[src/rtl/pad_arb_pkg.sv]
// Shared types and defaults for the pad ownership arbiter.
package pad_arb_pkg;

    typedef enum logic [1:0] {
        StIdle  = 2'd0,
        StTa    = 2'd1,
        StOwned = 2'd2
    } arb_state_e;

    localparam int unsigned DEFAULT_NREQ    = 4;
    localparam int unsigned DEFAULT_PADATTR = 16;

    typedef logic [$clog2(DEFAULT_NREQ)-1:0] owner_idx_t;

    localparam logic [DEFAULT_PADATTR-1:0] DEFAULT_IDLE_ATTR = '0;

endpackage

[src/rtl/pad_arb_rr_pick.sv]
// Combinational round-robin pick: first asserted request after 'last', wrapping.
module pad_arb_rr_pick
    import pad_arb_pkg::*;
#(
    parameter int unsigned NREQ = 4,
    parameter int unsigned IDXW = $clog2(NREQ)
) (
    input  logic [NREQ-1:0] req,
    input  logic [IDXW-1:0] last,
    output logic [IDXW-1:0] winner,
    output logic            valid
);

    int unsigned idx;

    always_comb begin
        winner = '0;
        valid  = 1'b0;
        idx    = 0;
        // Offsets 1..NREQ put 'last' itself at lowest priority.
        for (int unsigned i = 1; i <= NREQ; i++) begin
            idx = (32'(last) + i) % NREQ;
            if (!valid && req[IDXW'(idx)]) begin
                valid  = 1'b1;
                winner = IDXW'(idx);
            end
        end
    end

endmodule

[src/rtl/pad_ownership_arbiter.sv]
// Round-robin owner arbitration for one shared pad cell, with a tristated
// turnaround window before every grant and optional preemption under contention.
module pad_ownership_arbiter
    import pad_arb_pkg::*;
#(
    parameter int unsigned        NREQ       = DEFAULT_NREQ,
    parameter int unsigned        PADATTR    = DEFAULT_PADATTR,
    parameter int unsigned        TURNAROUND = 2,
    parameter int unsigned        MAX_HOLD   = 0,
    parameter logic               IDLE_VAL   = 1'b0,
    parameter logic [PADATTR-1:0] IDLE_ATTR  = DEFAULT_IDLE_ATTR
) (
    input  logic                    clk_i,
    input  logic                    rst_i,
    input  logic [NREQ-1:0]         req_i,
    output logic [NREQ-1:0]         gnt_o,
    input  logic [NREQ-1:0]         req_out_i,
    input  logic [NREQ-1:0]         req_oe_i,
    input  logic [NREQ*PADATTR-1:0] req_attr_i,
    output logic [NREQ-1:0]         req_rdata_o,
    output logic                    pad_in_o,
    output logic                    pad_oe_o,
    output logic [PADATTR-1:0]      pad_attributes_o,
    input  logic                    pad_out_i,
    output logic                    busy_o
);

    localparam int unsigned IdxW  = $clog2(NREQ);
    localparam int unsigned TaW   = (TURNAROUND > 1) ? $clog2(TURNAROUND) : 1;
    localparam int unsigned HoldW = (MAX_HOLD > 1) ? $clog2(MAX_HOLD) : 1;
    localparam logic [TaW-1:0]   TaInit  = TaW'(TURNAROUND - 1);
    localparam logic [HoldW-1:0] HoldMax = (MAX_HOLD > 0) ? HoldW'(MAX_HOLD - 1) : '0;

    arb_state_e        state_q;
    logic [IdxW-1:0]   owner_q;
    logic [IdxW-1:0]   pend_q;
    logic [IdxW-1:0]   last_owner_q;
    logic [TaW-1:0]    ta_cnt_q;
    logic [HoldW-1:0]  hold_q;

    logic [NREQ-1:0]    owner_oh;
    logic [NREQ-1:0]    pick_req;
    logic [IdxW-1:0]    pick_idx;
    logic               pick_valid;
    logic [PADATTR-1:0] attr_arr [NREQ];

    for (genvar k = 0; k < NREQ; k++) begin : g_attr
        assign attr_arr[k] = req_attr_i[k*PADATTR +: PADATTR];
    end

    assign owner_oh = NREQ'(1) << owner_q;
    // While owned, last_owner_q equals owner_q; masking the owner makes the
    // same picker serve both release and preemption.
    assign pick_req = (state_q == StOwned) ? (req_i & ~owner_oh) : req_i;

    pad_arb_rr_pick #(
        .NREQ (NREQ),
        .IDXW (IdxW)
    ) u_pick (
        .req    (pick_req),
        .last   (last_owner_q),
        .winner (pick_idx),
        .valid  (pick_valid)
    );

    always_ff @(posedge clk_i) begin
        if (rst_i) begin
            state_q      <= StIdle;
            gnt_o        <= '0;
            owner_q      <= '0;
            pend_q       <= '0;
            last_owner_q <= IdxW'(NREQ - 1);
            ta_cnt_q     <= '0;
            hold_q       <= '0;
        end else begin
            unique case (state_q)
                StIdle: begin
                    if (pick_valid) begin
                        pend_q   <= pick_idx;
                        ta_cnt_q <= TaInit;
                        state_q  <= StTa;
                    end
                end
                StTa: begin
                    if (!req_i[pend_q]) begin
                        state_q <= StIdle;
                    end else if (ta_cnt_q == '0) begin
                        state_q      <= StOwned;
                        owner_q      <= pend_q;
                        last_owner_q <= pend_q;
                        gnt_o        <= NREQ'(1) << pend_q;
                        hold_q       <= '0;
                    end else begin
                        ta_cnt_q <= ta_cnt_q - TaW'(1);
                    end
                end
                StOwned: begin
                    if (!req_i[owner_q]) begin
                        gnt_o <= '0;
                        if (pick_valid) begin
                            pend_q   <= pick_idx;
                            ta_cnt_q <= TaInit;
                            state_q  <= StTa;
                        end else begin
                            state_q <= StIdle;
                        end
                    end else if ((MAX_HOLD != 0) && (hold_q == HoldMax) && pick_valid) begin
                        gnt_o    <= '0;
                        pend_q   <= pick_idx;
                        ta_cnt_q <= TaInit;
                        state_q  <= StTa;
                    end else if (hold_q != HoldMax) begin
                        hold_q <= hold_q + HoldW'(1);
                    end
                end
                default: begin
                    state_q <= StIdle;
                    gnt_o   <= '0;
                end
            endcase
        end
    end

    always_comb begin
        pad_in_o         = IDLE_VAL;
        pad_oe_o         = 1'b0;
        pad_attributes_o = IDLE_ATTR;
        req_rdata_o      = '0;
        unique case (state_q)
            StTa: begin
                pad_attributes_o = attr_arr[pend_q];
            end
            StOwned: begin
                pad_in_o         = req_out_i[owner_q];
                pad_oe_o         = req_oe_i[owner_q];
                pad_attributes_o = attr_arr[owner_q];
                req_rdata_o      = pad_out_i ? owner_oh : '0;
            end
            default: begin
            end
        endcase
    end

    assign busy_o = (state_q != StIdle);

endmodule

[config.mk]
export PLATFORM = sky130hd
export DESIGN_NAME = pad_ownership_arbiter
export DESIGN_NICKNAME = d
export VERILOG_FILES = /design/src/rtl/pad_arb_pkg.sv /design/src/rtl/pad_arb_rr_pick.sv /design/src/rtl/pad_ownership_arbiter.sv
export SDC_FILE = /design/constraint.sdc
export NUM_CORES = 1
export LEC_CHECK = 0
export BUFFER_PORTS_ARGS = -buffer_cell sky130_fd_sc_hd__buf_4
export CAP_MARGIN = 10
export CORE_ASPECT_RATIO = 0.9
export CORE_UTILIZATION = 44
export CTS_CLUSTER_DIAMETER = 80
export CTS_CLUSTER_SIZE = 24
export DETAILED_ROUTE_END_ITERATION = 10
export PLACE_DENSITY = 0.87
export SLEW_MARGIN = 25
export SYNTH_ARGS = -nofsm -noshare
export SYNTH_HDL_FRONTEND = slang
export SYNTH_SLANG_ARGS = --single-unit
[constraint.sdc]
create_clock -name clk_i -period 4.6 [get_ports clk_i]
set_input_delay 0.46 -clock clk_i [delete_from_list [all_inputs] [get_ports clk_i]]
set_output_delay 0.46 -clock clk_i [all_outputs]
set_load 0.02 [all_outputs]
==> impl_metrics.py, run 1 <==
metrics = {
    "grt": {
        "pin_count_of_the_biggest_net_entering_global_routing": 17,
        "number_of_global_route_vias_before_repair": 1693,
        "grt_util_all_layers": 0.284,
        "gr-total-overflow": 0,
        "initial_antenna_violation_count": 0,
        "grt_pass1_wl_um": 7610,
    },
    "power": {
        "power_density_nw_per_um2": 328,
        "max-vdd-ir-drop_mv": 0.159,
        "leak_nw": 0.955,
    },
    "worst_setup_path": {
        "cp_slowest_cell": "sky130_fd_sc_hd__o22ai_2",
        "critical_path_fanouts_max": 16,
        "worst-endpoint-arrival_ns": 2.50,
        "timing.critical_path.depth": 7,
        "slowest_delay_ns": 0.60,
        "reg2reg_to": "state_q[1]",
        "criticalPathCategory": "reg -> out",
        "cell_family_with_the_largest_share_of_critical_path_delay": "compound AO/OA/AOI/OAI gates",
        "worstPathCellList": "inv_1 > ha_1 > nand2_1 > o22ai_2 > a22oi_1 > a21boi_0 > buf_4",
        "crit_start": "state_q[0]",
        "timing.reg2reg.worst_path_depth": 6,
        "cp.required_ns": 4.14,
        "critPathCaptureType": "output pin",
        "crit_path_end": "pad_attributes_o[5]",
        "reg2reg_from": "state_q[0]",
        "worst-path-buf-inv": 2,
        "startpoint_type": "flip-flop",
        "ff2ff_setup_slack_ns": 2.33,
    },
    "timing": {
        "hold-worst-slack_ns": 0.469,
        "slew_headroom": 0.488,
        "clock_skew_ns": 0.00252,
        "min_period_over_period": 0.644,
        "finalWorstSetupSlack_ns": 1.64,
        "setup_total_negative_slack_ns": 0,
        "rsz0062_at_grt": "false",
        "final.min_clock_period_ns": 2.96,
        "max_freq_ghz": 0.338,
        "hold_violations": 0,
        "setup-violations-final": 0,
        "worst-slew-pin-transition_ns": 0.768,
        "maxSlewViolCount": 0,
    },
    "cts": {
        "clock_tree.buffer_depth": 2,
        "cts_tree": "yes",
        "htreeDepth": 1,
        "cts_resized": 0,
        "clock_sinks": 13,
        "cts_buffers": 3,
        "cts-hold-fix-buffers": 0,
        "clock_root_buffer": "sky130_fd_sc_hd__clkbuf_4",
        "insertion_delay_ns": 0.28,
        "setup_bufs_post_cts": 0,
        "clk_pin_slew_ns": 0.08,
    },
    "worst_hold_path": {
        "timing.hold.worst.class": "in -> reg",
        "hold_start": "rst_i",
    },
    "drt": {
        "route.detailed.wl_per_inst_um": 15.5,
        "dr.first_iter.drc_count": 138,
        "detailroute.via_count": 1820,
        "drc": 0,
        "postRouteAntennaNets": 0,
        "via_per_inst": 5.81,
        "totalWireLength_um": 4870,
        "detail_route.first_pass.iterations": 5,
    },
    "logic_synthesis": {
        "async_reset_ff_frac": 0,
        "most_used_flip_flop_cell_after_synthesis": "sky130_fd_sc_hd__dfxtp_1",
        "ys_seq_area_frac": 0.184,
        "synth.distinct_cells": 43,
        "syn_nets": 259,
        "yosysWarningCount": 0,
        "syn_area_um2": 1420,
        "synth_enable_flop_cells": 0,
        "synth_cells": 176,
        "synth-seq-cells": 13,
        "syn_avg_cell_area_um2": 8.04,
    },
    "place": {
        "finalWeightedCongestion": 0.891,
        "place.port_buffers": 105,
        "dp_hpwl_um": 3850,
        "place_worst_setup_slack_ns": 1.73,
    },
    "die": {
        "die_h_um": 55.8,
        "core.rowCount": 19,
        "floorplan.core_area_um2": 3070,
        "initial_utilization": 0.461,
        "die_width_um": 61.8,
        "i_o_pins": 106,
        "die_ar_um2": 3450,
    },
    "finish": {
        "num-nets-final": 355,
        "regArea_um2": 260,
        "final_layout_size_suffix_gt1_frac": 0.432,
        "layout_commonest_cell": "sky130_fd_sc_hd__buf_4",
        "synthToLayoutAreaGrowth_pct": 57.7,
        "layout_common_cells": "sky130_fd_sc_hd__buf_4 (105), sky130_fd_sc_hd__a22oi_1 (32), sky130_fd_sc_hd__a21boi_1 (15)",
        "antenna_cells_inserted": 0,
        "filler_cell_count": 248,
        "multi_input_area_um2": 1060,
    },
    "run": {
        "max-cap-violations": 0,
    },
    "outcome": {
        "run_status": "complete, no violations",
    },
}
-- per-stage QoR --
step           utilization  instance area [um^2]  power [mW]  std cells
4_1_cts              0.727                  2230       0.725        313
3_5_place_dp         0.718                  2200       0.653        309
2_1_floorplan            -                  1420       0.488        176
5_1_grt              0.728                  2230       0.780        313
6_report             0.728                  2230       0.733        313
3_3_place_gp         0.713                  2190       0.648        309
-- registers in the layout, summed over array words and instances (netlist names) --
name	cells
gnt_o	4
last_owner_q	2
owner_q	2
pend_q	2
state_q	2
ta_cnt_q	1
-- layout make-up --
type | instances | share of cell area
repair buffers | 105 | 0.353
flip-flops and latches | 13 | 0.117
inverters | 11 | 0.0185
clock buffers | 4 | 0.0118
multi-input cells | 138 | 0.476
well taps | 42 | 0.0235
-- synth_stat cells (3+ instances only) --
| cell type | n | area share |
|---|---|---|
| sky130_fd_sc_hd__mux4_2 | 3 | 0.048 |
| sky130_fd_sc_hd__o21ai_0 | 3 | 0.011 |
| sky130_fd_sc_hd__nor2_1 | 8 | 0.021 |
| sky130_fd_sc_hd__clkbuf_1 | 5 | 0.013 |
| sky130_fd_sc_hd__a211oi_1 | 3 | 0.016 |
| sky130_fd_sc_hd__nand2_1 | 11 | 0.029 |
| sky130_fd_sc_hd__nand2b_1 | 3 | 0.013 |
| sky130_fd_sc_hd__a21boi_1 | 15 | 0.080 |
| sky130_fd_sc_hd__buf_2 | 7 | 0.025 |
| sky130_fd_sc_hd__inv_1 | 11 | 0.029 |
| sky130_fd_sc_hd__mux2i_1 | 6 | 0.042 |
| sky130_fd_sc_hd__dfxtp_1 | 13 | 0.18 |
| sky130_fd_sc_hd__o32ai_1 | 5 | 0.031 |
| sky130_fd_sc_hd__ha_1 | 4 | 0.035 |
| sky130_fd_sc_hd__o22ai_1 | 5 | 0.022 |
| sky130_fd_sc_hd__a22oi_1 | 32 | 0.17 |
| sky130_fd_sc_hd__mux2_1 | 3 | 0.024 |
| sky130_fd_sc_hd__nor3_1 | 5 | 0.018 |
-- cell families (layout without fill, tap and decap cells) --
family	Yosys count	in the layout	share of synthesized area
compound gates	82	82	0.439
xor+xnor	1	1	0.00619
fa+ha+maj	4	4	0.0354
buf+inv	25	120	0.0787
flops	13	13	0.184
mux	12	12	0.114
simple gates	39	39	0.142
-- where the power goes --
part           total (mW)  internal, mW  leakage, nW  switching [mW]
clock network      0.0726        0.0337       0.0150          0.0389
logic               0.495         0.235        0.834           0.260
registers           0.166         0.134        0.106          0.0317
total               0.733         0.402        0.955           0.331
-- per-layer routing --
layer	vias up	track usage	wire [um]
met5	-	0	0
met3	6	0.0581	363
li1	889	-	-
met2	75	0.458	2420
met1	850	0.381	2040
met4	0	0.0698	42
-- worst min path at each step --
stage | end | slack [ns] | cells after the start
floorplan | state_q[0] | 0.46 | 2
global placement | gnt_o[2] | 0.46 | 2
detailed placement | gnt_o[2] | 0.47 | 2
CTS | ta_cnt_q | 0.46 | 2
global route | ta_cnt_q | 0.47 | 2
finish | owner_q[0] | 0.47 | 2
(Power assumes the default switching activity.)
==> run 2, diff against run 1 <==
Settings changed: CORE_UTILIZATION 44 to 37, PLACE_DENSITY 0.87 to 0.78.
Clock period 4.6 ns to 2.4 ns, I/O delays scaled along.
==> run 2 against run 1 <==
Critical endpoint unchanged. Highest routed layer unchanged. Largest power group unchanged. Sequential power is 88% higher. Flip-flop and latch count unchanged. Register-to-register slack worse by 2.1 ns.
==> impl_metrics.py, run 2 (same netlist as run 1, synthesis figures left out) <==
metrics = {
    "outcome": {
        "run_status": "complete, no violations",
    },
    "timing": {
        "hold-worst-slack_ns": 0.279,
        "setup_total_negative_slack_ns": 0,
        "setup-violations-final": 0,
        "worst-slew-pin-transition_ns": 0.714,
        "max_freq_ghz": 0.441,
        "hold_violations": 0,
        "slew_headroom": 0.524,
        "final.min_clock_period_ns": 2.27,
        "maxSlewViolCount": 0,
        "clock_skew_ns": 0.00131,
        "rsz0062_at_grt": "false",
        "min_period_over_period": 0.944,
    },
    "cts": {
        "cts_resized": 0,
        "clk_pin_slew_ns": 0.05,
        "cts-hold-fix-buffers": 0,
        "insertion_delay_ns": 0.24,
        "clock_root_buffer": "sky130_fd_sc_hd__clkbuf_8",
        "clock_tree.buffer_depth": 2,
        "setup_bufs_post_cts": 0,
        "cts_buffers": 3,
        "cts_tree": "yes",
        "htreeDepth": 1,
        "clock_sinks": 13,
    },
    "grt": {
        "grt_pass1_wl_um": 7590,
        "initial_antenna_violation_count": 0,
        "number_of_global_route_vias_before_repair": 1592,
        "gr-total-overflow": 0,
        "pin_count_of_the_biggest_net_entering_global_routing": 17,
        "grt_util_all_layers": 0.241,
    },
    "die": {
        "die_h_um": 60.7,
        "core.rowCount": 20,
        "die_width_um": 67.2,
        "i_o_pins": 106,
        "initial_utilization": 0.404,
        "die_ar_um2": 4080,
        "floorplan.core_area_um2": 3500,
    },
    "finish": {
        "flip_flop_count_of_the_largest_register_after_layout": 4,
        "final_layout_size_suffix_gt1_frac": 0.434,
        "synthToLayoutAreaGrowth_pct": 62.3,
        "layout_commonest_cell": "sky130_fd_sc_hd__buf_4",
        "layout_common_cells": "sky130_fd_sc_hd__buf_4 (112), sky130_fd_sc_hd__a22oi_1 (32), sky130_fd_sc_hd__a21boi_1 (15)",
        "top_register_by_number_of_flip_flops": "gnt_o",
        "num-nets-final": 363,
        "antenna_cells_inserted": 0,
    },
    "worst_setup_path": {
        "cp_slowest_cell": "sky130_fd_sc_hd__or3b_1",
        "criticalPathCategory": "reg -> out",
        "cp.required_ns": 2.16,
        "slowest_delay_ns": 0.39,
        "ff2ff_setup_slack_ns": 0.28,
        "reg2reg_from": "state_q[0]",
        "worst-endpoint-arrival_ns": 2.03,
        "reg2reg_to": "pend_q[0]",
        "crit_path_end": "pad_attributes_o[5]",
        "worst-path-buf-inv": 3,
        "timing.reg2reg.worst_path_depth": 7,
        "critPathCaptureType": "output pin",
        "timing.critical_path.depth": 8,
        "cell_family_with_the_largest_share_of_critical_path_delay": "buffers and inverters",
        "crit_start": "state_q[1]",
        "worstPathCellList": "inv_1 > ha_1 > or3b_1 > o21ai_1 > buf_6 > a22oi_1 > a21boi_0 > buf_4",
        "critical_path_fanouts_max": 16,
        "startpoint_type": "flip-flop",
    },
    "drt": {
        "totalWireLength_um": 5130,
        "dr.first_iter.drc_count": 122,
        "detail_route.first_pass.iterations": 5,
        "via_per_inst": 5.78,
        "detailroute.via_count": 1868,
        "postRouteAntennaNets": 0,
        "drc": 0,
        "route.detailed.wl_per_inst_um": 15.9,
    },
    "power": {
        "leak_nw": 1.00,
        "max-vdd-ir-drop_mv": 0.575,
        "power_density_nw_per_um2": 653,
    },
    "place": {
        "finalWeightedCongestion": 0.920,
        "dp_hpwl_um": 3930,
        "place.port_buffers": 105,
    },
    "run": {
        "max-cap-violations": 0,
    },
    "worst_hold_path": {
        "timing.hold.worst.class": "in -> reg",
    },
}
## run 2: power breakdown
group	switching, mW	internal [mW]	leakage (nW)	total [mW]
Sequential	0.0543	0.257	0.106	0.312
Clock	0.0740	0.117	0.0228	0.191
Combinational	0.514	0.483	0.872	0.997
## run 2: worst min-delay path by stage
stage | start | to | slack, ns | depth (start not counted)
2_1_floorplan | rst_i | state_q[0] | 0.43 | 2
3_3_place_gp | gnt_o[1] | gnt_o[1] | 0.46 | 2
3_5_place_dp | gnt_o[2] | gnt_o[2] | 0.47 | 2
4_1_cts | rst_i | owner_q[0] | 0.28 | 2
5_1_grt | rst_i | ta_cnt_q | 0.30 | 2
6_report | rst_i | owner_q[0] | 0.28 | 2
## run 2: metrics by stage
step / setup slack, ns / util / instance area [um^2] / total power [mW] / cells
2_1_floorplan: 0.208 / - / 1420 / 0.936 / 176
3_3_place_gp: 0.414 / 0.642 / 2250 / 1.29 / 319
3_5_place_dp: 0.296 / 0.642 / 2250 / 1.30 / 319
4_1_cts: 0.137 / 0.655 / 2290 / 1.49 / 323
5_1_grt: 0.00244 / 0.656 / 2300 / 1.61 / 323
6_report: 0.134 / 0.656 / 2300 / 1.50 / 323
## run 2: area by class of cell
type | instances | area, um^2
Fill cell | 308 | 1210
Multi-Input combinational cell | 138 | 1040
Timing Repair Buffer | 113 | 852
Sequential cell | 13 | 260
Tap cell | 44 | 55.1
Clock buffer | 4 | 45.0
Inverter | 11 | 41.3
## run 2: per-layer routing
metal | vias to the layer above | global-route usage | wire, um | share of wire
li1 | 906 | - | - | -
met1 | 865 | 0.321 | 2150 | 0.42
met2 | 91 | 0.401 | 2440 | 0.48
met3 | 6 | 0.0508 | 500 | 0.098
met4 | 0 | 0.0517 | 40 | 0.0078
met5 | - | 0 | 0 | 0
==> run 3, diff against run 2 <==
Settings changed: CORE_UTILIZATION 37 to 41, PLACE_DENSITY 0.78 to 0.82.
Clock period 2.4 ns to 2.3 ns, I/O delays scaled along.
==> run 3 against run 2 <==
Power is 6.3% higher. Routed wire length grew 2.9%. Hold slack worse by 0.0057 ns. Die area shrank 9.5%. First-iteration DRC count increased by 34%. Largest cell class unchanged. Largest power group unchanged. Highest routed layer unchanged.
==> impl_metrics.py, run 3 (same netlist as run 1, synthesis figures left out) <==
metrics = {
    "drt": {
        "drc": 0,
        "postRouteAntennaNets": 0,
        "dr.first_iter.drc_count": 163,
        "detailroute.via_count": 1915,
        "detail_route.first_pass.iterations": 5,
        "route.detailed.wl_per_inst_um": 16.3,
        "totalWireLength_um": 5280,
        "via_per_inst": 5.93,
    },
    "cts": {
        "insertion_delay_ns": 0.24,
        "clock_sinks": 13,
        "setup_bufs_post_cts": 0,
        "htreeDepth": 1,
        "clk_pin_slew_ns": 0.06,
        "cts-hold-fix-buffers": 0,
        "cts_resized": 0,
        "cts_buffers": 3,
        "cts_tree": "yes",
        "clock_tree.buffer_depth": 2,
        "clock_root_buffer": "sky130_fd_sc_hd__clkbuf_8",
    },
    "grt": {
        "initial_antenna_violation_count": 0,
        "gr-total-overflow": 0,
        "pin_count_of_the_biggest_net_entering_global_routing": 17,
        "grt_pass1_wl_um": 8410,
        "number_of_global_route_vias_before_repair": 1938,
        "grt_util_all_layers": 0.283,
    },
    "timing": {
        "min_period_over_period": 0.957,
        "maxSlewViolCount": 0,
        "rsz0062_at_grt": "false",
        "slew_headroom": 0.553,
        "finalWorstSetupSlack_ns": 0.0989,
        "hold_violations": 0,
        "setup_total_negative_slack_ns": 0,
        "final.min_clock_period_ns": 2.20,
        "worst-slew-pin-transition_ns": 0.670,
        "clock_skew_ns": 0.00550,
        "max_freq_ghz": 0.454,
        "setup-violations-final": 0,
    },
    "place": {
        "place_worst_setup_slack_ns": 0.296,
        "finalWeightedCongestion": 0.885,
        "place.port_buffers": 105,
        "dp_hpwl_um": 4140,
    },
    "power": {
        "cell_internal_pwr_uw": 913,
        "seqPwrFrac": 0.205,
        "leak_nw": 1.01,
        "power_frac_clock": 0.126,
        "max-vdd-ir-drop_mv": 0.326,
        "power_spent_charging_and_discharging_nets_uw": 682,
        "power_density_nw_per_um2": 687,
        "power_frac_comb": 0.669,
        "p_sw_frac": 0.427,
    },
    "die": {
        "initial_utilization": 0.448,
        "die_ar_um2": 3690,
        "die_h_um": 57.7,
        "die_width_um": 63.9,
        "i_o_pins": 106,
        "floorplan.core_area_um2": 3160,
        "core.rowCount": 19,
    },
    "finish": {
        "post-route-util": 0.734,
        "final_layout_size_suffix_gt1_frac": 0.441,
        "num-nets-final": 365,
        "flip_flop_count_of_the_largest_register_after_layout": 4,
        "antenna_cells_inserted": 0,
        "top_register_by_number_of_flip_flops": "gnt_o",
        "layout_common_cells": "sky130_fd_sc_hd__buf_4 (112), sky130_fd_sc_hd__a22oi_1 (32), sky130_fd_sc_hd__a21boi_1 (16)",
        "layout_commonest_cell": "sky130_fd_sc_hd__buf_4",
        "filler_cell_count": 259,
        "synthToLayoutAreaGrowth_pct": 64.0,
    },
    "worst_setup_path": {
        "critPathCaptureType": "output pin",
        "worstPathCellList": "inv_1 > ha_1 > or3b_1 > o21ai_2 > buf_4 > a22oi_1 > a21boi_1 > buf_4",
        "worst-endpoint-arrival_ns": 1.97,
        "critical_path.most_common_cell": "sky130_fd_sc_hd__buf_4",
        "slowest_delay_ns": 0.40,
        "startpoint_type": "flip-flop",
        "cp.required_ns": 2.07,
        "critical_path_fanouts_max": 8,
        "cp_slowest_cell": "sky130_fd_sc_hd__or3b_1",
        "criticalPathCategory": "reg -> out",
    },
    "outcome": {
        "run_status": "complete, no violations",
    },
    "run": {
        "max-cap-violations": 0,
    },
    "worst_hold_path": {
        "timing.hold.worst.class": "in -> reg",
    },
}
run 3: cell type report:
cell class | count | area, um^2 | share of cell area
repair buffers | 115 | 875 | 0.377
inverters | 11 | 41.3 | 0.0178
well taps | 42 | 52.6 | 0.0226
multi-input cells | 138 | 1050 | 0.451
flip-flops and latches | 13 | 260 | 0.112
clock buffers | 4 | 45.0 | 0.0194
run 3: per-stage QoR:
stage / std cells / hold slack, ns / instance area [um^2] / total power, mW
after detailed placement: 318 / 0.462 / 2250 / 1.35
after CTS: 322 / 0.265 / 2300 / 1.55
after floorplan: 176 / 0.424 / 1420 / 0.977
final: 323 / 0.274 / 2320 / 1.59
after global routing: 323 / 0.290 / 2320 / 1.69
after global placement: 318 / 0.468 / 2250 / 1.34
run 3: routing by layer:
metal	wire length [um]	GRT usage	up-vias
met4	82	0.0974	0
met5	0	0	-
met2	2630	0.505	84
met1	2130	0.334	914
li1	-	-	909
met3	437	0.0650	8
run 3: path summary, 6_finish.rpt:
kind	from	cells after the start	endpoint	slack (ns)
hold reg to reg	gnt_o[0]	2	gnt_o[0]	0.47
setup / recovery	state_q[1]	8	pad_attributes_o[3]	0.1
setup reg to reg	state_q[0]	7	state_q[1]	0.26
hold / removal	rst_i	2	ta_cnt_q	0.27
run 3: worst max-delay path: cells and delay by family (launching register included):
family | cells | cell delay [ns]
AO/OA/AOI/OAI | 3 | 0.36
adder cells (fa/ha/maj) | 1 | 0.17
buffers and inverters | 3 | 0.46
flip-flops | 1 | 0.34
AND/OR/NAND/NOR | 1 | 0.40
run 3: power groups by stage:
| stage | combinational [mW] | clock [mW] | sequential, mW |
|---|---|---|---|
| detailed placement | 1.02 | 0 | 0.329 |
| CTS | 1.02 | 0.204 | 0.325 |
| global placement | 1.01 | 0 | 0.327 |
| floorplan | 0.677 | 0 | 0.300 |
| finish | 1.07 | 0.201 | 0.327 |
| global route | 1.14 | 0.214 | 0.332 |
